<file path="src/rtl/prio_enc_pkg.sv">
// prio_enc_pkg: shared types and helpers for the serialising priority encoder.
// Holds the two-state FSM encoding and the index-width derivation.
package prio_enc_pkg;

  typedef enum logic {
    IDLE = 1'b0,
    EMIT = 1'b1
  } state_t;

  // Width of an index into an n-bit request vector (n is 2..64, so never 0).
  function automatic int idx_w(input int n);
    return $clog2(n);
  endfunction

endpackage

</file>
<file path="src/rtl/prio_find.sv">
// prio_find: combinational priority finder over a request vector.
// Reports the winning index (highest or lowest set bit per MSB_PRIO),
// whether any bit is set, and whether exactly one bit is set.
module prio_find
  import prio_enc_pkg::*;
#(
  parameter int N        = 8,
  parameter int MSB_PRIO = 1,
  localparam int W       = idx_w(N)
) (
  input  logic [N-1:0] i_req,
  output logic [W-1:0] o_idx,
  output logic         o_any,
  output logic         o_one
);

  // Scan order makes the last hit the winner: ascending for MSB priority,
  // descending for LSB priority. Index is 0 when nothing is set.
  always_comb begin
    o_idx = '0;
    if (MSB_PRIO != 0) begin
      for (int i = 0; i < N; i++) begin
        if (i_req[i]) o_idx = i[W-1:0];
      end
    end else begin
      for (int i = N - 1; i >= 0; i--) begin
        if (i_req[i]) o_idx = i[W-1:0];
      end
    end
    o_any = |i_req;
    o_one = o_any && ((i_req & (i_req - N'(1))) == '0);
  end

endmodule

</file>
<file path="src/rtl/prio_encoder_ser.sv">
// prio_encoder_ser: accepts a multi-hot request vector and emits the index of
// every set bit, one beat per cycle, in priority order (valid/ready on both
// sides). An all-zero vector produces a single "none" beat.
// Optional feature: define PRIO_ENC_FLUSH_EN to add a flush input that aborts
// the vector being emitted.
module prio_encoder_ser
  import prio_enc_pkg::*;
#(
  parameter int N        = 8,
  parameter int MSB_PRIO = 1,
  localparam int W       = idx_w(N)
) (
  input  logic         clk,
  input  logic         rst,
`ifdef PRIO_ENC_FLUSH_EN
  input  logic         flush,
`endif
  input  logic         in_valid,
  output logic         in_ready,
  input  logic [N-1:0] in_req,
  output logic         out_valid,
  input  logic         out_ready,
  output logic [W-1:0] out_idx,
  output logic         out_last,
  output logic         out_none
);

  state_t       r_state;
  logic [N-1:0] r_mask;
  logic         r_out_valid;

  logic [W-1:0] w_idx;
  logic         w_any;
  logic         w_one;
  logic         w_flush;
  logic         w_hs;
  logic         w_last_hs;
  logic         w_accept;
  logic [N-1:0] w_clr;

`ifdef PRIO_ENC_FLUSH_EN
  assign w_flush = flush;
`else
  assign w_flush = 1'b0;
`endif

  prio_find #(
    .N       (N),
    .MSB_PRIO(MSB_PRIO)
  ) u_find (
    .i_req(r_mask),
    .o_idx(w_idx),
    .o_any(w_any),
    .o_one(w_one)
  );

  // Beat fields follow the residual mask; they cannot change while a beat is
  // stalled because the mask only moves on a handshake. An empty mask while
  // valid can only be the single beat of an all-zero vector.
  assign out_valid = r_out_valid;
  assign out_idx   = w_idx;
  assign out_last  = r_out_valid & (w_one | ~w_any);
  assign out_none  = r_out_valid & ~w_any;

  assign w_hs      = r_out_valid & out_ready;
  assign w_last_hs = w_hs & out_last;
  assign w_clr     = N'(1) << w_idx;

  // A new vector is taken when idle, or when the last beat leaves this cycle.
  assign in_ready  = ~rst & ~w_flush & ((r_state == IDLE) | w_last_hs);
  assign w_accept  = in_valid & in_ready;

  // FSM and residual mask: reset, then flush, then accept, then beat retire.
  always_ff @(posedge clk) begin
    if (rst) begin
      r_state     <= IDLE;
      r_mask      <= '0;
      r_out_valid <= 1'b0;
    end else if (w_flush && (r_state == EMIT)) begin
      r_state     <= IDLE;
      r_mask      <= '0;
      r_out_valid <= 1'b0;
    end else if (w_accept) begin
      r_state     <= EMIT;
      r_mask      <= in_req;
      r_out_valid <= 1'b1;
    end else if (w_last_hs) begin
      r_state     <= IDLE;
      r_mask      <= '0;
      r_out_valid <= 1'b0;
    end else if (w_hs) begin
      r_mask      <= r_mask & ~w_clr;
    end
  end

endmodule

</file>
<file path="config.mk">
export PLATFORM = sky130hd
export DESIGN_NAME = prio_encoder_ser
export DESIGN_NICKNAME = d
export VERILOG_FILES = /design/src/rtl/prio_enc_pkg.sv /design/src/rtl/prio_find.sv /design/src/rtl/prio_encoder_ser.sv
export SDC_FILE = /design/constraint.sdc
export NUM_CORES = 1
export LEC_CHECK = 0
export ABC_AREA = 1
export BUFFER_PORTS_ARGS = -buffer_cell sky130_fd_sc_hd__buf_2
export CORE_MARGIN = 3
export CORE_UTILIZATION = 49
export DETAILED_ROUTE_END_ITERATION = 8
export PLACE_DENSITY_LB_ADDON = 0.1
export SKIP_CTS_REPAIR_TIMING = 1
export SYNTH_ARGS = -nofsm -noshare
export SYNTH_HDL_FRONTEND = slang
export SYNTH_HIERARCHICAL = 1
export SYNTH_SLANG_ARGS = --single-unit
</file>
<file path="constraint.sdc">
create_clock -name clk -period 2.05 [get_ports clk]
set_clock_uncertainty 0.05 [all_clocks]
set_input_delay 0 -clock clk [delete_from_list [all_inputs] [get_ports clk]]
set_output_delay 0 -clock clk [all_outputs]
set_load 0.02 [all_outputs]
</file>
# ---- Yosys cells after proc, flatten, opt, wreduce, memory -nomap -nowiden
# Cells that the tools add are included.
dict set report op_classes {
  n_mux 12
  bitwise_logic 14
  n_shift 1
  reduce_logical 5
  add_sub_neg 1
}
# operator count
set ops {}
lappend ops {{$mux W8} 3}
lappend ops {{$and A8 B8 Y8} 2}
lappend ops {{$mux W3} 4}
lappend ops {{$logic_not A8 Y1} 1}
lappend ops {{$not A8 Y8} 1}
lappend ops {{$reduce_or A8 Y1} 1}
lappend ops {{$shl A1 B3 Y8 const A} 1}
lappend ops {{$sub A8 B1 Y8 const B} 1}
lappend ops {{$and A1 B1 Y1} 6}
lappend ops {{$mux W2} 2}
lappend ops {{$mux W1} 3}
lappend ops {{$not A1 Y1} 3}
lappend ops {{$reduce_bool A3 Y1} 1}
lappend ops {{$or A1 B1 Y1} 2}
lappend ops {{$reduce_bool A2 Y1} 1}
lappend ops {{$logic_and A1 B1 Y1} 1}
dict set report totals {
  output_inout_bits 7
  regBits 9
  input_bits 12
}

# ---- Depth between registers and ports, before layout
dict set report depth {
  word_depth 13
  mapped_depth 15
  depth_no_buf 14
}

# ---- By module
# Netlist, hierarchy kept.
# module cells_each seq_area_each_um2 area_per_inst_um2 n_inst
set by_module_without_submodules {}
lappend by_module_without_submodules {prio_encoder_ser 78 180.2 489.2 1}
lappend by_module_without_submodules {prio_find 33 0.0 153.9 1}

# ---- Least setup slack after synthesis
# Ideal clock, no wire load.
dict set report synth_timing {
  path_type {reg-to-reg}
  from {reg r_mask[2]}
  to {reg r_mask[0]}
  t_arrival_ns 1.650
  synth_period_minus_slack_ns 1.762
  stages_incl_launch_ff 12
  path_slack_ns 0.288
  path_cell_list {dfxtp_1 -> nor2_2 -> nor2_1 -> nor2_2 -> nand3_2 -> nor2_2 -> inv_1 -> nand2_1 -> nand2_4 -> a21oi_1 -> nand3_1 -> nand2_1}
}
dict set report synth_via {
  word_cells_on_any_way 25
}
# item line
set synth_rtl {}
lappend synth_rtl {{from (decl)} prio_encoder_ser.sv:29} ;# logic [N-1:0] r_mask;
lappend synth_rtl {{from (signal assigned)} prio_encoder_ser.sv:85} ;# r_mask <= in_req;
lappend synth_rtl {{from (signal assigned)} prio_encoder_ser.sv:92} ;# r_mask <= r_mask & ~w_clr;
lappend synth_rtl {{$sub A8 B1 Y8} prio_find.sv:31} ;# o_one = o_any && ((i_req & (i_req - N'(1))) == '0);
lappend synth_rtl {{$and A8 B8 Y8} prio_find.sv:31}
lappend synth_rtl {{$logic_not A8 Y1} prio_find.sv:31}
lappend synth_rtl {{$logic_and A1 B1 Y1 (*)} prio_find.sv:31}
lappend synth_rtl {{via w_one} prio_encoder_ser.sv:34} ;# logic w_one;
lappend synth_rtl {{$or A1 B1 Y1 (*)} prio_encoder_ser.sv:62} ;# assign out_last = r_out_valid & (w_one | ~w_any);
lappend synth_rtl {{$and A1 B1 Y1 (*)} prio_encoder_ser.sv:62}
lappend synth_rtl {{$and A1 B1 Y1 (*)} prio_encoder_ser.sv:66} ;# assign w_last_hs = w_hs & out_last;
lappend synth_rtl {{$or A1 B1 Y1 (*)} prio_encoder_ser.sv:70} ;# assign in_ready = ~rst & ~w_flush & ((r_state == IDLE) | w_last_hs);
lappend synth_rtl {{$and A1 B1 Y1 (*)} prio_encoder_ser.sv:70}
lappend synth_rtl {{via in_ready} prio_encoder_ser.sv:19} ;# output logic in_ready,
lappend synth_rtl {{$and A1 B1 Y1 (*)} prio_encoder_ser.sv:71} ;# assign w_accept = in_valid & in_ready;
lappend synth_rtl {{$reduce_bool A3 Y1 (no source line) / $mux W8 (equally long branches)} n/a}
# The timed path passes the listed nets; every way through them passes the cells marked *. The select of a mux whose other input is x is not followed.
# A chain may end at the register's enable or synchronous reset.

# ---- Worst setup path in the final report
dict set report layout_timing {
  from {reg r_mask[2]}
  to {reg r_mask[3]}
}
dict set report layout_via {
  word_cells_on_any_way 25
}
# item line
set layout_rtl {}
lappend layout_rtl {{$sub A8 B1 Y8} prio_find.sv:31}
lappend layout_rtl {{$and A8 B8 Y8} prio_find.sv:31}
lappend layout_rtl {{$logic_not A8 Y1} prio_find.sv:31}
lappend layout_rtl {{$logic_and A1 B1 Y1 (*)} prio_find.sv:31}
lappend layout_rtl {{via w_one} prio_encoder_ser.sv:34}
lappend layout_rtl {{$or A1 B1 Y1 (*)} prio_encoder_ser.sv:62}
lappend layout_rtl {{$and A1 B1 Y1 (*)} prio_encoder_ser.sv:62}
lappend layout_rtl {{$and A1 B1 Y1 (*)} prio_encoder_ser.sv:66}
lappend layout_rtl {{$or A1 B1 Y1} prio_encoder_ser.sv:70}
lappend layout_rtl {{$and A1 B1 Y1} prio_encoder_ser.sv:70}
lappend layout_rtl {{$and A1 B1 Y1} prio_encoder_ser.sv:71}
lappend layout_rtl {{$reduce_bool A3 Y1 (no source line) / $mux W8 (equally long branches)} n/a}
# Marked as above.

==> flow_summary.yaml <==
logic_synthesis:
  synthCells: 111
  synth_commonest_cells: "30 x nand2_1, 20 x nor2_1, 13 x nand3_1"
  synth_cell_types: 14
  async_flop_share_pct: 0
  syn_area_sq_um: 643
  synth_edf_count: 0
  yosysMostFrequentCell: "nand2_1"
  synth_area_leaders: "dfxtp_1 28%, nand2_1 18%, nor2_1 12%, nand3_1 10%, inv_1 7.0%"
  synth_nets: 123
  synth-main-ff-cell: "dfxtp_1"
  synth.yosys.seq_area_share_pct: 28.0
  yosysWarnings: 6
  yosysTopAreaCell: "dfxtp_1"
  ys_ff_latch: 9
  synth_top_area_share_pct: 28.0
  synth.avg_cell_area_sq_um: 5.79
sta:
  fin_tns_setup_ns: 0
  clock.fmax_mhz: 529
  finalCritPeriodShare_pct: 92.2
  min_period_ns: 1.89
  hold_violations: 0
  setup_viol: 0
  worst_pin_slew_ns: 0.536
  slew_headroom_pct: 63.9
  worst_slack_ns: 0.160
  finalMaxSlewViolations: 0
grt:
  track_usage_pct: 17.8
  overflow: 0
  antenna_found_initial: 0
  grt_pass1_wl_um: 2460
  grt_pass1_vias: 601
  grt_max_degree: 15
routing:
  ant_nets: 0
  route.detailed.drc: 0
  routed_wl_um: 1600
  drt_iter0_drc: 30
  wl_per_cell_um: 10.2
  vias: 786
  drtPass1Iterations: 4
  vias_per_cell: 5.04
placement:
  gp_congestion: 0.822
  placed_cells: 142
  dpl.hpwl_um: 1160
  dp_slack_ns: 0.246
  io_buffers: 18
outcome:
  outcome: "completed"
flow_run:
  maxCapViolCount: 0
finish:
  area_growth_pct: 35.2
  nNetsFinal: 155
  antennaDiodeCount: 0
  nFillCells: 95
  final_cells: 156
  drive_above_1_share_pct: 26.8
power_and_ir_drop:
  ir_drop_mv: 0.389
  p_leak_nw: 0.474
  p_per_area_nw_per_um2: 647
clock_network:
  cts_buffers: 3
  root_buffer: "clkbuf_4"
  worstSkewPairLatency_ns: 0.26
  clockBufferDepth: 2
  htreeDepth: 1
  clk_pin_slew_ns: 0.06
  tritoncts: "yes"
  clock_sinks: 9
critical_path:
  cp-start-kind: "flip-flop"
  worstPathArrival_ns: 2.04
  worst_ep_required_time_ns: 2.20
  crit_fanout: 14
  cp-end-kind: "flip-flop"
  criticalPathCategory: "flip-flop to flip-flop"
floorplanning:
  fp-row-count: 12
  die_h_um: 42.2
  pin_count: 19
  core_area_sq_um: 1170
  die_w_um: 42.2
  initial_utilization_pct: 54.9
  die_area_sq_um: 1780
min_path:
  min_path_type: "primary input to flip-flop"
## metal layers
layer / track usage, % / vias up / wire length (um)
li1: - / 404 / -
met2: 27.7 / 40 / 791
met4: 9.32 / 0 / 37
met1: 22.0 / 337 / 646
met3: 5.15 / 5 / 119
met5: 0 / - / 0
## logic make-up (layout without fill, tap and decap cells)
| logic type | count (synthesis) | count (layout) | synth area share [%] |
|---|---|---|---|
| buffers and inverters | 17 | 48 | 11.1 |
| AO/OA/AOI/OAI | 9 | 9 | 7.00 |
| AND/OR/NAND/NOR | 76 | 76 | 53.9 |
| flip-flops | 9 | 9 | 28.0 |
## final timing paths
kind	from	end	slack [ns]	depth (start not counted)
max	r_mask[2]$_SDFFE_PP0P_	r_mask[3]$_SDFFE_PP0P_	0.16	13
max reg2reg	r_mask[2]$_SDFFE_PP0P_	r_mask[3]$_SDFFE_PP0P_	0.16	13
min	out_ready	out_valid$_SDFFE_PP0P_	0.16	6
min reg2reg	out_valid$_SDFFE_PP0P_	out_valid$_SDFFE_PP0P_	0.53	2
## area by class of cell
| type | instances | area, sq um | area share, % |
|---|---|---|---|
| sequential | 9 | 180 | 20.7 |
| inverter | 16 | 60.1 | 6.91 |
| multi-input combinational | 85 | 395 | 45.5 |
| clock buffer | 4 | 26.3 | 3.02 |
| tap | 14 | 17.5 | 2.01 |
| timing repair buffer | 28 | 190 | 21.9 |
## cells in the final DEF, fill, tap and decap left out
cell type	instances
a21oi_2	1
buf_2	18
nand3_2	2
inv_2	3
dlygate4sd3_1	10
nand3_1	13
nand2_2	6
nor2_2	4
o21ai_0	2
clkbuf_1	1
nand2_1	30
nor2_1	20
inv_1	12
nand2_4	1
dfxtp_1	9
clkinv_1	1
clkbuf_4	3
a21oi_1	6
## critical path, cell delays in order, from the launching register on
cell and delay (ns):
dfxtp_1 0.34, nor2_2 0.17, nor2_1 0.08, nor2_2 0.12
nand3_2 0.08, nor2_2 0.09, inv_1 0.05, nand2_1 0.10
nand2_4 0.10, nand2_2 0.08, nand3_2 0.23, nand2_1 0.14
nand2_1 0.08, nor2_1 0.11
## where the power goes
part / switching, W / internal, W
sequential: 0.0000162 / 0.000189
clock: 0.0000647 / 0.0000752
combinational: 0.000137 / 0.0000800
## registers in the layout (all words and copies together), names as in the netlist
name and flops:
out_valid 1, r_mask 8
## through the flow
step | hold slack (ns) | power (W) | utilization (%) | area (sq um)
after floorplan | 0.0191 | 0.000357 | - | 643
after global placement | 0.152 | 0.000403 | 63.1 | 739
after detailed placement | 0.152 | 0.000408 | 63.1 | 739
after CTS | -0.128 | 0.000546 | 65.4 | 766
after global routing | 0.210 | 0.000602 | 74.3 | 870
final | 0.165 | 0.000562 | 74.3 | 870
No activity file was read; power rests on OpenSTA's default activity.
